[config.mk]
export PLATFORM = sky130hd
export DESIGN_NAME = i2c_bus_monitor
export DESIGN_NICKNAME = d
export VERILOG_FILES = /design/src/rtl/i2c_bus_monitor_pkg.sv /design/src/rtl/i2c_glitch_filter.sv /design/src/rtl/i2c_bus_monitor.sv
export SDC_FILE = /design/constraint.sdc
export NUM_CORES = 1
export LEC_CHECK = 0
export BUFFER_PORTS_ARGS = -buffer_cell sky130_fd_sc_hd__buf_2
export CAP_MARGIN = 20
export CORE_ASPECT_RATIO = 0.6
export CORE_MARGIN = 3
export CORE_UTILIZATION = 40
export CTS_CLUSTER_DIAMETER = 200
export DETAILED_ROUTE_END_ITERATION = 8
export PLACE_DENSITY = 0.58
export SYNTH_ARGS = -nofsm -noshare
export SYNTH_HDL_FRONTEND = slang
export SYNTH_SLANG_ARGS = --single-unit
[constraint.sdc]
create_clock -name clk -period 1.95 [get_ports clk]
set_input_delay 0.4875 -clock clk [delete_from_list [all_inputs] [get_ports clk]]
set_output_delay 0.4875 -clock clk [all_outputs]
set_load 0.005 [all_outputs]
[src/rtl/i2c_bus_monitor_pkg.sv]
// Shared definitions for the I2C bus monitor: default widths, the ACK slot
// index, the bus-event bundle and the helpers that decode and step it.
package i2c_bus_monitor_pkg;

    localparam int FILT_W_DEF   = 4;
    localparam int IDLE_W_DEF   = 12;
    localparam int IDLE_CYC_DEF = 1000;
    localparam int BIT_IDX_W    = 4;

    // Ninth bit of every frame is the ACK slot.
    localparam logic [BIT_IDX_W-1:0] ACK_BIT_IDX = 4'd8;

    typedef struct packed {
        logic scl_rise;
        logic scl_fall;
        logic start;
        logic stop;
    } bus_events_t;

    // START/STOP need SCL stable high across both samples, so a simultaneous
    // SCL and SDA change only ever reports the SCL edge.
    function automatic bus_events_t decode_events(input logic scl_p, input logic scl_c,
                                                  input logic sda_p, input logic sda_c);
        bus_events_t ev;
        ev.scl_rise = !scl_p & scl_c;
        ev.scl_fall = scl_p & !scl_c;
        ev.start    = scl_p & scl_c & sda_p & !sda_c;
        ev.stop     = scl_p & scl_c & !sda_p & sda_c;
        return ev;
    endfunction

    function automatic logic [BIT_IDX_W-1:0] next_bit_idx(input logic [BIT_IDX_W-1:0] idx);
        return (idx == ACK_BIT_IDX) ? '0 : idx + BIT_IDX_W'(1);
    endfunction

endpackage

[src/rtl/i2c_glitch_filter.sv]
// Two-flop synchroniser followed by a counter glitch filter for one I2C line.
// The filtered output only follows the synchronised input after it has
// disagreed for filt_len+1 consecutive clocks, so pulses of filt_len clocks
// or less are rejected.
//   clk      system clock
//   rst      synchronous reset, active high (line idles high)
//   line_i   raw asynchronous pad input
//   filt_len glitch filter length in clk cycles (quasi-static)
//   line_f   filtered line value
module i2c_glitch_filter
    import i2c_bus_monitor_pkg::*;
#(
    parameter int FILT_W = FILT_W_DEF
) (
    input  logic              clk,
    input  logic              rst,
    input  logic              line_i,
    input  logic [FILT_W-1:0] filt_len,
    output logic              line_f
);

    logic              sync1_q, sync1_d;
    logic              sync2_q, sync2_d;
    logic [FILT_W-1:0] cnt_q, cnt_d;
    logic              filt_q, filt_d;

    // NOTE: every variable gets a default at the top of always_comb so no
    // path leaves it unassigned; that is what keeps latches from being inferred.
    always_comb begin
        sync1_d = line_i;
        sync2_d = sync1_q;
        cnt_d   = '0;
        filt_d  = filt_q;
        if (sync2_q != filt_q) begin
            // >= rather than == keeps the filter live if filt_len shrinks mid-count.
            if (cnt_q >= filt_len) begin
                filt_d = sync2_q;
            end else begin
                cnt_d = cnt_q + FILT_W'(1);
            end
        end
    end

    // NOTE: flops are updated with non-blocking assignments so every register
    // samples the pre-edge values regardless of statement order.
    always_ff @(posedge clk) begin
        // NOTE: reset is synchronous, so it is just the highest-priority
        // branch of the clocked update and needs no asynchronous path.
        if (rst) begin
            sync1_q <= 1'b1;
            sync2_q <= 1'b1;
            cnt_q   <= '0;
            filt_q  <= 1'b1;
        end else begin
            sync1_q <= sync1_d;
            sync2_q <= sync2_d;
            cnt_q   <= cnt_d;
            filt_q  <= filt_d;
        end
    end

    assign line_f = filt_q;

endmodule

[src/rtl/i2c_bus_monitor.sv]
// Line-conditioning stage in front of the I2C byte/bit engine. Filters SCL and
// SDA, then derives registered one-cycle events (SCL edges, START, STOP,
// sampled bits), the bit position within each 9-bit frame, bus busy with an
// idle timeout, and a sticky arbitration-lost flag.
//   clk, rst             clock and synchronous active-high reset
//   scl_i, sda_i         raw pad inputs
//   sda_oe               own open-drain SDA drive (1 = pulling low)
//   tx_en                engine is driving the bus; arms the arbitration check
//   filt_len             glitch filter length
//   arb_clr              clears arb_lost
//   scl_f, sda_f         filtered lines
//   scl_rise, scl_fall   filtered SCL edge pulses
//   start_det, stop_det  START / STOP pulses
//   bit_valid, bit_val   sampled bit pulse and value
//   bit_idx              position of the last sampled bit, 0..8 (8 = ACK)
//   bus_busy             bus owned between START and STOP/timeout
//   arb_lost             sticky arbitration-lost flag
module i2c_bus_monitor
    import i2c_bus_monitor_pkg::*;
#(
    parameter int FILT_W   = FILT_W_DEF,
    parameter int IDLE_W   = IDLE_W_DEF,
    parameter int IDLE_CYC = IDLE_CYC_DEF
) (
    input  logic              clk,
    input  logic              rst,
    input  logic              scl_i,
    input  logic              sda_i,
    input  logic              sda_oe,
    input  logic              tx_en,
    input  logic [FILT_W-1:0] filt_len,
    input  logic              arb_clr,
    output logic              scl_f,
    output logic              sda_f,
    output logic              scl_rise,
    output logic              scl_fall,
    output logic              start_det,
    output logic              stop_det,
    output logic              bit_valid,
    output logic              bit_val,
    output logic [3:0]        bit_idx,
    output logic              bus_busy,
    output logic              arb_lost
);

    localparam logic [IDLE_W-1:0] IDLE_LIMIT = IDLE_W'(IDLE_CYC);

    i2c_glitch_filter #(.FILT_W(FILT_W)) u_scl_filt (
        .clk(clk), .rst(rst), .line_i(scl_i), .filt_len(filt_len), .line_f(scl_f)
    );

    i2c_glitch_filter #(.FILT_W(FILT_W)) u_sda_filt (
        .clk(clk), .rst(rst), .line_i(sda_i), .filt_len(filt_len), .line_f(sda_f)
    );

    logic              scl_p_q, scl_p_d;
    logic              sda_p_q, sda_p_d;
    bus_events_t       ev_q, ev_d;
    logic              bit_val_q, bit_val_d;
    logic [3:0]        bit_idx_q, bit_idx_d;
    logic [3:0]        next_idx_q, next_idx_d;
    logic              busy_q, busy_d;
    logic [IDLE_W-1:0] idle_cnt_q, idle_cnt_d;
    logic              arb_lost_q, arb_lost_d;
    logic              idle_run;
    logic              idle_timeout;
    logic              arb_set;

    always_comb begin
        scl_p_d    = scl_f;
        sda_p_d    = sda_f;
        ev_d       = decode_events(scl_p_q, scl_f, sda_p_q, sda_f);
        bit_val_d  = bit_val_q;
        bit_idx_d  = bit_idx_q;
        next_idx_d = next_idx_q;
        busy_d     = busy_q;

        if (ev_d.scl_rise) begin
            bit_val_d = sda_f;
        end

        // next_idx holds the slot the coming bit will occupy; bit_idx reports
        // the slot of the bit just sampled.
        if (ev_d.start) begin
            bit_idx_d  = '0;
            next_idx_d = '0;
        end else if (ev_d.scl_rise && busy_q) begin
            bit_idx_d  = next_idx_q;
            next_idx_d = next_bit_idx(next_idx_q);
        end

        idle_run     = scl_f & sda_f & busy_q;
        idle_cnt_d   = idle_run ? idle_cnt_q + IDLE_W'(1) : '0;
        idle_timeout = (IDLE_CYC != 0) && idle_run && (idle_cnt_q == IDLE_LIMIT - IDLE_W'(1));

        // START is checked first so it wins over a same-cycle timeout.
        if (ev_d.start) begin
            busy_d = 1'b1;
        end else if (ev_d.stop || idle_timeout) begin
            busy_d = 1'b0;
        end

        // Lost arbitration: we released SDA but saw it low on a sampling edge,
        // or a START/STOP appeared while we were not pulling SDA.
        arb_set    = tx_en & !sda_oe & ((ev_d.scl_rise & !sda_f) | ev_d.start | ev_d.stop);
        arb_lost_d = arb_set ? 1'b1 : (arb_clr ? 1'b0 : arb_lost_q);
    end

    always_ff @(posedge clk) begin
        if (rst) begin
            scl_p_q    <= 1'b1;
            sda_p_q    <= 1'b1;
            ev_q       <= '0;
            bit_val_q  <= 1'b0;
            bit_idx_q  <= '0;
            next_idx_q <= '0;
            busy_q     <= 1'b0;
            idle_cnt_q <= '0;
            arb_lost_q <= 1'b0;
        end else begin
            scl_p_q    <= scl_p_d;
            sda_p_q    <= sda_p_d;
            ev_q       <= ev_d;
            bit_val_q  <= bit_val_d;
            bit_idx_q  <= bit_idx_d;
            next_idx_q <= next_idx_d;
            busy_q     <= busy_d;
            idle_cnt_q <= idle_cnt_d;
            arb_lost_q <= arb_lost_d;
        end
    end

    assign scl_rise  = ev_q.scl_rise;
    assign scl_fall  = ev_q.scl_fall;
    assign start_det = ev_q.start;
    assign stop_det  = ev_q.stop;
    assign bit_valid = ev_q.scl_rise;
    assign bit_val   = bit_val_q;
    assign bit_idx   = bit_idx_q;
    assign bus_busy  = busy_q;
    assign arb_lost  = arb_lost_q;

endmodule

==> impl_metrics.tcl <==
set metrics [dict create \
    synth_compound_area_share_pct 9.269 \
    synth_area_leaders "dfxtp_1 45%, ha_1 8.5%, nor2_1 5.7%" \
    post-place-ws_ps 170.8 \
    port_buffers 24 \
    antenna_left 0 \
    peakVddDrop_v 0.0002684 \
    synth_xor_area_share_pct 7.311 \
    cts_setup_buffers 0 \
    cap_violations 0 \
    place_area_sq_um 2083 \
    ios 25 \
    clockRootBuffer "clkbuf_8" \
    synth_flop_cell "dfxtp_1" \
    area_delta_synth_final_pct 13.05 \
    slew_viol_final 0 \
    finalInstanceArea_sq_um 2167 \
    cp_max_fo 4 \
    grt_pass1_wl_mm 5.713 \
    powerDensity_nw_per_um2 685.7 \
    fmax_ghz 0.6228 \
    holdCritPathClass "input pin to register" \
    synth.largest_area_cell "dfxtp_1" \
    grt_setup_unrepaired "false" \
    crit_type "register to register" \
    antenna_found_initial 0 \
    end_kind "register" \
    post_cts_resized 0 \
    min_period_ps 1606 \
    setup_slack_ps 344.3 \
    grt_max_degree 19 \
    yosysWarnings 0 \
    cts_hold_buf 0 \
    total_leakage_power_nw 0.8906 \
    ys_seq_elements 43 \
    cts_made_buffers 5 \
    required_ps 2130 \
    first_iter_violations 46 \
    rows 18 \
    synth_most_common_cell "dfxtp_1" \
    start_kind "register" \
    synth_fp_nets 227 \
    hold_viol_final 0 \
    syn_avg_cell_area_sq_um 9.443 \
    fp.dieW_microns 95.37 \
    syn_inst 203 \
    fp.dieArea_sq_um 5686 \
    synth_top_family_by_area "simple AND/OR/NAND/NOR gates" \
    post-route-period-util_pct 82.34 \
    cp.arrival_ps 1790 \
    async_flop_share_pct 0 \
    timing.slew.headroom_pct 74.37 \
    tightest_slew_ps 384.0 \
    tns_ps 0 \
    yosys.cell_types.count 40 \
    clock_path_buffers 2 \
    routed_wl_mm 3.306 \
    htreeDepth 2 \
    synthTopCellsByCount "43 x dfxtp_1, 29 x nor2_1, 19 x nand2_1" \
    synth_mux_area_share_pct 1.044 \
    place.gp.congestion 0.7446 \
    holdWs_ps 379.0 \
    finalSetupViolations 0 \
    core_region_area_sq_um 4347 \
    post_drt_via_cell_ratio 4.616 \
    clk_pin_slew_ps 70 \
    clock_skew_ps 6.191 \
    cts_tree "done" \
    antennaDiodeCount 0 \
    synth-edff-count 0 \
    drive_gt1_share_pct 20.96 \
    num_vias 1334 \
    nets 252 \
    drc_errors 0 \
    grt_usage_pct 13.26 \
    status "finished, final reports clean" \
    die_y_microns 59.62 \
    ys_seq_area_share_pct 44.91 \
    clk_latency_ps 290 \
    hpwl_mm 2.499 \
    grt_pass1_vias 1180 \
    synth-simple-area-share_pct 25.13 \
    first_pass_iters 4 \
    num-fill-cells 420 \
    synth_top_area_share_pct 44.91 \
    syn_area_sq_um 1917 \
    synth_adder_area_share_pct 8.486 \
    grt_remaining_overflow 0 \
    routedWlPerCell_microns 11.44 \
    numClockSinks 43 \
    start_util_pct 44.10 \
]
[where the power goes]
part	switching (mW)	internal [mW]
logic	0.0319	0.0361
clock network	0.284	0.245
registers	0.00523	0.884
[metal layers]
layer | part of all wire [%] | vias to the layer above | global-route usage (%)
met5 | 0 | - | 0
met1 | 60 | 573 | 21.40
met3 | 6.5 | 4 | 4.315
met4 | 1.2 | 0 | 4.251
met2 | 32 | 30 | 15.72
li1 | - | 727 | -
[worst paths after layout]
| kind | start | to | slack, ps | depth (start not counted) |
|---|---|---|---|---|
| setup reg to reg | u_scl_filt.cnt_q[0]$_SDFF_PP0_ | u_scl_filt.line_f$_SDFFE_PP1P_ | 340 | 6 |
| hold / removal | sda_i | u_sda_filt.sync1_q$_SDFF_PP1_ | 380 | 2 |
| setup / recovery | u_scl_filt.cnt_q[0]$_SDFF_PP0_ | u_scl_filt.line_f$_SDFFE_PP1P_ | 340 | 6 |
| hold reg to reg | u_sda_filt.sync1_q$_SDFF_PP1_ | u_sda_filt.sync2_q$_SDFF_PP1_ | 410 | 1 |
[stage by stage]
| stage | util (%) | std cells | power, mW |
|---|---|---|---|
| 2_1_floorplan | - | 203 | 0.9603 |
| 3_3_place_gp | 47.93 | 281 | 0.9787 |
| 3_5_place_dp | 47.93 | 281 | 0.9789 |
| 4_1_cts | 49.86 | 289 | 1.509 |
| 5_1_grt | 49.86 | 289 | 1.556 |
| 6_report | 49.86 | 289 | 1.486 |
[final cells by class]
| type | count | area (sq um) | area share, % |
|---|---|---|---|
| sequential | 43 | 860.8 | 39.72 |
| clock inverter | 3 | 15.01 | 0.6928 |
| multi-input combinational | 143 | 982.2 | 45.32 |
| tap | 60 | 75.07 | 3.464 |
| timing repair buffer | 25 | 127.6 | 5.889 |
| inverter | 10 | 37.54 | 1.732 |
| clock buffer | 5 | 68.82 | 3.176 |
[kinds of logic (layout without fill, tap and decap cells)]
| group | Yosys count | in the layout |
|---|---|---|
| XOR/XNOR | 16 | 16 |
| flip-flops | 43 | 43 |
| AND/OR/NAND/NOR | 89 | 89 |
| multiplexers | 2 | 2 |
| adder cells (fa/ha/maj) | 13 | 13 |
| buffers and inverters | 17 | 43 |
| AO/OA/AOI/OAI | 23 | 23 |
[registers in the layout, indices dropped and copies added, names as in the netlist]
name and flops:
scl_p_q 1, idle_cnt_q 12, u_sda_filt.sync1_q 1, u_sda_filt.sync2_q 1
bit_idx 4, next_idx_q 4, u_scl_filt.sync1_q 1, bus_busy 1
u_sda_filt.cnt_q 4, u_scl_filt.cnt_q 4, arb_lost 1, bit_val 1
stop_det 1, bit_valid 1, u_sda_filt.line_f 1, sda_p_q 1
u_scl_filt.line_f 1, start_det 1, scl_fall 1, u_scl_filt.sync2_q 1
[critical path, stage by stage, from the launching register on]
cell and delay (ps):
dfxtp_1 390, inv_1 70, ha_1 270, nand2b_4 120, a2111oi_4 70, or4_1 470, o21a_1 120
[layout by cell type (no fill, tap or decap), types with 2 or more instances in the layout]
cell type,instances
a21oi_1,10
o21ai_0,2
inv_1,10
or4_1,2
o21ai_1,2
nand2b_1,4
clkinv_2,3
nor2_1,29
nand3_1,5
a2111oi_4,2
clkbuf_8,5
nor3_1,4
dfxtp_1,43
or2_2,6
xor2_1,8
nand2b_4,2
buf_2,24
and3b_1,3
nand2_1,19
mux2i_1,2
ha_1,13
o21a_1,4
nand4b_1,2
xnor2_1,8
Note: power is estimated with default switching activity, not from simulation.
